`config.mk`:
```
export PLATFORM = sky130hd
export DESIGN_NAME = fibo_controller_flat
export DESIGN_NICKNAME = d
export VERILOG_FILES = /design/src/rtl/fibo_ctrl_if.sv /design/src/rtl/fibo_controller.sv /design/src/flat_wrapper.sv
export SDC_FILE = /design/constraint.sdc
export NUM_CORES = 1
export LEC_CHECK = 0
export BUFFER_PORTS_ARGS = -buffer_cell sky130_fd_sc_hd__buf_4
export CAP_MARGIN = 20
export CORE_UTILIZATION = 55
export CTS_CLUSTER_SIZE = 20
export DETAILED_ROUTE_END_ITERATION = 12
export PLACE_DENSITY_LB_ADDON = 0.05
export SLEW_MARGIN = 20
export SYNTH_ARGS = -nofsm -noshare
export SYNTH_HDL_FRONTEND = slang
export SYNTH_SLANG_ARGS = --single-unit
```
`constraint.sdc`:
```
create_clock -name clk -period 2 [get_ports clk]
set_input_delay 0.3 -clock clk [delete_from_list [all_inputs] [get_ports clk]]
set_output_delay 0.3 -clock clk [all_outputs]
set_load 0.02 [all_outputs]
```
`src/rtl/fibo_ctrl_if.sv`:
```
// Control bundle between fibo_controller (master) and the datapath side (slave).
// The step input exists only when FIBO_CTRL_STEP_EN is defined.
interface fibo_ctrl_if;
   logic       start;
   logic       zero_flag;
   logic       wrt_en;
   logic       load_data;
   logic [1:0] wrt_addr;
   logic [1:0] rd_addr1;
   logic [1:0] rd_addr2;
   logic [2:0] alu_opcode;
   logic       busy;
   logic       done;
`ifdef FIBO_CTRL_STEP_EN
   logic       step;

   modport master (
      input  start, zero_flag, step,
      output wrt_en, load_data, wrt_addr, rd_addr1, rd_addr2, alu_opcode, busy, done
   );
   modport slave (
      output start, zero_flag, step,
      input  wrt_en, load_data, wrt_addr, rd_addr1, rd_addr2, alu_opcode, busy, done
   );
`else
   modport master (
      input  start, zero_flag,
      output wrt_en, load_data, wrt_addr, rd_addr1, rd_addr2, alu_opcode, busy, done
   );
   modport slave (
      output start, zero_flag,
      input  wrt_en, load_data, wrt_addr, rd_addr1, rd_addr2, alu_opcode, busy, done
   );
`endif
endinterface

```
`src/rtl/fibo_controller.sv`:
```
// Moore FSM sequencing FIBO_DATAPATH to compute F(n+2) into R1.
// Optional single-step mode is enabled by defining FIBO_CTRL_STEP_EN.
module fibo_controller #(
   parameter int size = 4
) (
   input  logic         clk,
   input  logic         rst,
   fibo_ctrl_if.master  bus
);

   typedef enum logic [3:0] {
      IDLE, LOAD, INIT1, INIT2, CHK, COPY, ADD, MOVE, DEC, DONE
   } state_t;

   if (size < 1) begin : g_sizeCheck
      $error("fibo_controller: size must be at least 1");
   end

   state_t     r_state;
   state_t     w_next;
   logic       w_advance;
   logic       r_wrt_en;
   logic       r_load_data;
   logic [1:0] r_wrt_addr;
   logic [1:0] r_rd_addr1;
   logic [1:0] r_rd_addr2;
   logic [2:0] r_alu_opcode;
   logic       r_busy;
   logic       r_done;

`ifdef FIBO_CTRL_STEP_EN
   assign w_advance  = bus.step;
   assign bus.wrt_en = r_wrt_en & bus.step;
`else
   assign w_advance  = 1'b1;
   assign bus.wrt_en = r_wrt_en;
`endif

   // IDLE and DONE react to start only; every busy state waits on w_advance.
   function automatic state_t nextState(input state_t s, input logic start,
                                        input logic zero, input logic adv);
      nextState = s;
      case (s)
         IDLE:    if (start) nextState = LOAD;
         LOAD:    if (adv)   nextState = INIT1;
         INIT1:   if (adv)   nextState = INIT2;
         INIT2:   if (adv)   nextState = CHK;
         CHK:     if (adv)   nextState = zero ? DONE : COPY;
         COPY:    if (adv)   nextState = ADD;
         ADD:     if (adv)   nextState = MOVE;
         MOVE:    if (adv)   nextState = DEC;
         DEC:     if (adv)   nextState = CHK;
         DONE:    if (!start) nextState = IDLE;
         default: nextState = IDLE;
      endcase
   endfunction

   assign w_next = nextState(r_state, bus.start, bus.zero_flag, w_advance);

   // Outputs are decoded from the upcoming state so they register alongside it.
   always_ff @(posedge clk or posedge rst) begin
      if (rst) begin
         r_state      <= IDLE;
         r_wrt_en     <= 1'b0;
         r_load_data  <= 1'b0;
         r_wrt_addr   <= 2'b00;
         r_rd_addr1   <= 2'b00;
         r_rd_addr2   <= 2'b00;
         r_alu_opcode <= 3'b000;
         r_busy       <= 1'b0;
         r_done       <= 1'b0;
      end else begin
         r_state      <= w_next;
         r_wrt_en     <= 1'b0;
         r_load_data  <= 1'b0;
         r_wrt_addr   <= 2'b00;
         r_rd_addr1   <= 2'b00;
         r_rd_addr2   <= 2'b00;
         r_alu_opcode <= 3'b000;
         r_busy       <= (w_next != IDLE) && (w_next != DONE);
         r_done       <= (w_next == DONE);
         case (w_next)
            LOAD: begin
               r_wrt_en     <= 1'b1;
               r_load_data  <= 1'b1;
               r_alu_opcode <= 3'b100;
            end
            INIT1: begin
               r_wrt_en     <= 1'b1;
               r_wrt_addr   <= 2'b01;
               r_rd_addr1   <= 2'b01;
               r_rd_addr2   <= 2'b01;
               r_alu_opcode <= 3'b001;
            end
            INIT2: begin
               r_wrt_en     <= 1'b1;
               r_wrt_addr   <= 2'b10;
               r_rd_addr1   <= 2'b10;
               r_rd_addr2   <= 2'b10;
               r_alu_opcode <= 3'b001;
            end
            CHK: begin
               r_alu_opcode <= 3'b111;
            end
            COPY: begin
               r_wrt_en     <= 1'b1;
               r_wrt_addr   <= 2'b11;
               r_rd_addr1   <= 2'b01;
               r_rd_addr2   <= 2'b01;
               r_alu_opcode <= 3'b111;
            end
            ADD: begin
               r_wrt_en     <= 1'b1;
               r_wrt_addr   <= 2'b01;
               r_rd_addr1   <= 2'b01;
               r_rd_addr2   <= 2'b10;
               r_alu_opcode <= 3'b110;
            end
            MOVE: begin
               r_wrt_en     <= 1'b1;
               r_wrt_addr   <= 2'b10;
               r_rd_addr1   <= 2'b11;
               r_rd_addr2   <= 2'b11;
               r_alu_opcode <= 3'b111;
            end
            DEC: begin
               r_wrt_en     <= 1'b1;
               r_alu_opcode <= 3'b010;
            end
            DONE: begin
               r_rd_addr1   <= 2'b01;
               r_rd_addr2   <= 2'b01;
               r_alu_opcode <= 3'b111;
            end
            default: begin
            end
         endcase
      end
   end

   assign bus.load_data  = r_load_data;
   assign bus.wrt_addr   = r_wrt_addr;
   assign bus.rd_addr1   = r_rd_addr1;
   assign bus.rd_addr2   = r_rd_addr2;
   assign bus.alu_opcode = r_alu_opcode;
   assign bus.busy       = r_busy;
   assign bus.done       = r_done;

endmodule

```
`src/flat_wrapper.sv`:
```
// flat-port wrapper written by rule: the top's interface ports become plain ports
module fibo_controller_flat 
#(
   parameter int size = 4
)
  (clk, rst, bus_start, bus_zero_flag, bus_wrt_en, bus_load_data, bus_wrt_addr, bus_rd_addr1, bus_rd_addr2, bus_alu_opcode, bus_busy, bus_done);
  fibo_ctrl_if bus_i ();
  input  logic clk;
  input  logic rst;
  input wire logic [$bits(bus_i.start)-1:0] bus_start;
  input wire logic [$bits(bus_i.zero_flag)-1:0] bus_zero_flag;
  output wire logic [$bits(bus_i.wrt_en)-1:0] bus_wrt_en;
  output wire logic [$bits(bus_i.load_data)-1:0] bus_load_data;
  output wire logic [$bits(bus_i.wrt_addr)-1:0] bus_wrt_addr;
  output wire logic [$bits(bus_i.rd_addr1)-1:0] bus_rd_addr1;
  output wire logic [$bits(bus_i.rd_addr2)-1:0] bus_rd_addr2;
  output wire logic [$bits(bus_i.alu_opcode)-1:0] bus_alu_opcode;
  output wire logic [$bits(bus_i.busy)-1:0] bus_busy;
  output wire logic [$bits(bus_i.done)-1:0] bus_done;
  assign bus_i.start = bus_start;
  assign bus_i.zero_flag = bus_zero_flag;
  assign bus_wrt_en = bus_i.wrt_en;
  assign bus_load_data = bus_i.load_data;
  assign bus_wrt_addr = bus_i.wrt_addr;
  assign bus_rd_addr1 = bus_i.rd_addr1;
  assign bus_rd_addr2 = bus_i.rd_addr2;
  assign bus_alu_opcode = bus_i.alu_opcode;
  assign bus_busy = bus_i.busy;
  assign bus_done = bus_i.done;
  fibo_controller #(.size(size)) u_core (.clk(clk), .rst(rst), .bus(bus_i));
endmodule
```
==> metrics.md <==
| Metric | Value |
|---|---|
| Status | `finished, final reports clean` |
| Starting DRT DRC Count | `6` |
| Die area | `1590 µm²` |
| Post-synthesis sequential area ratio | `53.9%` |
| Clock Path Buffers | `2` |
| Total CTS buffers | `3` |
| Critical Path AT | `1.58 ns` |
| Final worst slack | `0.638 ns` |
| First drt pass iteration count | `2` |
| Period minus WS final | `1.36 ns` |
| Setup Skew | `0.000854 ns` |
| # Post-CTS Setup Buffers | `0` |
| Flop pwr share | `40.8%` |
| Starting Density | `59.9%` |
| Clock Tree Root | `clkbuf_4` |
| Top FF cell, synth | `dfrtp_1` |
| Final Cell Area | `916 µm²` |
| Placed Area | `890 µm²` |
| Routed Wire Length | `1350 µm` |
| FMAX | `734 MHz` |
| Routability Congestion | `0.832` |
| Hold_ws | `0.0844 ns` |
| Port bufs | `16` |
| Synth warn | `0` |
| Power, Total | `1.61 mW` |
| Antenna violations before repair | `0` |
| Slew HR | `58.6%` |
| Psw | `0.681 mW` |
| Crit start category | `register` |
| Hold violation total from the final report | `0` |
| Slew Limit Fails | `0` |
| Inst Count DP | `105` |
| Post-route ant nets | `0` |
| Clock latency at the later pin of the worst-skew pair | `0.28 ns` |
| Commonest non-fill, non-tap cell in the layout | `dfrtp_1` |
| HPWL Detailed | `918 µm` |
| IR Drop Worst-Case VDD | `918 µV` |
| Die height | `39.9 µm` |
| Vias | `579` |
| EDFF count, synth | `0` |
| Final setup TNS | `0 ns` |
| Type of destination of the critical path | `register` |
| GRT Total Usage | `20.9%` |
| CTS tree | `built` |
| Post-synthesis register bit count | `17` |
| Layout cell share with drive strength beyond 1 | `21.3%` |
| Cell Area, Synth | `790 µm²` |
| Pint | `0.932 mW` |
| PostCTS Resize Cnt | `0` |
| GRT Residual Overflow | `0` |
| Worst-Margin Slew | `0.620 ns` |
| Max Fanout on Critical Path | `18` |
| Logic pwr share | `48.1%` |
| Clock power frac | `11.1%` |
| Final setup vio count | `0` |
| Netlist cell types | `26` |
| Setup CP Type | `register to register` |
| Std cell rows | `13` |
| Non-filler cells, final | `109` |
| Min-delay worst type | `primary input to async pin` |
| Worst-path clk slew | `0.09 ns` |
| Period utilization | `68.1%` |
| RSZ-0062 raised after global routing | `false` |
| I/O pin total | `17` |
| Routed wire per std cell | `12.4 µm` |
| DRC errors left | `0` |
| Core area | `1320 µm²` |
| Syn Nets | `84` |
| Ant diodes | `0` |
| Avg Synthesized Cell Area | `9.87 µm²` |
| P per Cell Area | `1760 nW/µm²` |
| Critical Path RT | `2.22 ns` |
| Global-route wire length before repair | `2170 µm` |
| Most frequent cells in the layout | `dfrtp_1 (17), buf_4 (16), nor2_1 (7)` |
| CTS HTree Levels | `1` |
| Sw Ratio | `42.2%` |
| Die X-Extent | `39.9 µm` |
| DP Worst Slack | `0.662 ns` |
| Syn-to-layout area delta | `16.0%` |
| Nets | `99` |
| Async set-or-reset flop fraction in the synthesized netlist | `100%` |
| CTS sink count | `17` |
| Lkg Pwr | `0.423 nW` |
| Max Cap Viol | `0` |
| Cts hold-fix bufs | `0` |
| Fin util | `69.5%` |
| Vias in the first global route | `467` |
| Vias per cell | `5.31` |
| Fillers | `107` |
| Largest net degree at the start of global routing | `19` |
| Cells after Synth | `80` |
-- final timing paths --
kind	startpoint	end	slack (ns)	cells after the start
worst max register to register	u_core.r_state[3]	u_core.bus.done	0.64	3
worst min-delay path	rst	u_core.bus.load_data	0.08	2
min in group clk	bus_start	u_core.bus.load_data	0.32	2
max in group asynchronous	rst	u_core.bus.rd_addr2[0]	1.52	2
worst max-delay path	u_core.r_state[3]	u_core.bus.done	0.64	3
worst min register to register	u_core.r_state[1]	u_core.bus.done	0.66	1
-- power by group through the flow --
stage	clock (mW)	combinational (mW)	sequential (mW)
final	0.178	0.776	0.658
after detailed placement	0	0.778	0.664
after global routing	0.199	0.868	0.691
after CTS	0.184	0.780	0.657
after global placement	0	0.771	0.658
after floorplan	0	0.518	0.706
-- routing by layer --
layer	GRT usage [%]	part of all wire, %	vias to the layer above
met4	12.9	0.89	0
met2	27.8	45	13
li1	-	-	300
met5	0	0	-
met1	30.5	51	264
met3	3.41	3.3	2
-- synth_stat cells, types with 2 or more instances --
cell type | n | area, µm²
and2_1 | 2 | 12.5
buf_2 | 4 | 20.0
o21ai_0 | 4 | 20.0
o21a_1 | 2 | 15.0
nor3_1 | 3 | 15.0
dfrtp_1 | 17 | 425
nor2b_1 | 3 | 18.8
nor2_1 | 7 | 26.3
inv_1 | 4 | 15.0
mux2i_1 | 2 | 20.0
o22ai_1 | 4 | 25.0
nand2_1 | 6 | 22.5
a21oi_1 | 5 | 25.0
or2_1 | 2 | 12.5
nand2b_1 | 4 | 25.0
-- registers in the layout (all words and copies together), names as in the netlist --
| register | cells |
|---|---|
| u_core.bus.done | 1 |
| u_core.r_state | 4 |
| u_core.bus.wrt_addr | 2 |
| u_core.bus.load_data | 1 |
| u_core.bus.alu_opcode | 3 |
| u_core.bus.rd_addr2 | 2 |
| u_core.bus.rd_addr1 | 2 |
| u_core.bus.busy | 1 |
| u_core.bus.wrt_en | 1 |
-- logic make-up after synthesis --
| group | count (synthesis) | synth area share (%) |
|---|---|---|
| simple gates | 30 | 19.2 |
| xor+xnor | 1 | 1.11 |
| compound gates | 20 | 16.5 |
| flops | 17 | 53.9 |
| mux | 2 | 2.54 |
| buf+inv | 10 | 6.81 |
-- layout make-up --
cell class / count / area, µm² / area share [%]
repair buffers: 16 / 120 / 13.1
clock buffers: 4 / 26.3 / 2.87
inverters: 4 / 15.0 / 1.64
multi-input cells: 53 / 310 / 33.9
flip-flops and latches: 17 / 425 / 46.4
well taps: 15 / 18.8 / 2.05
-- critical path: stages, from the launching register on --
cell and delay, ns:
dfrtp_1 0.60, nand2b_1 0.29, o32a_1 0.31, nor2_1 0.09
Power figures use the tool's default switching activity.
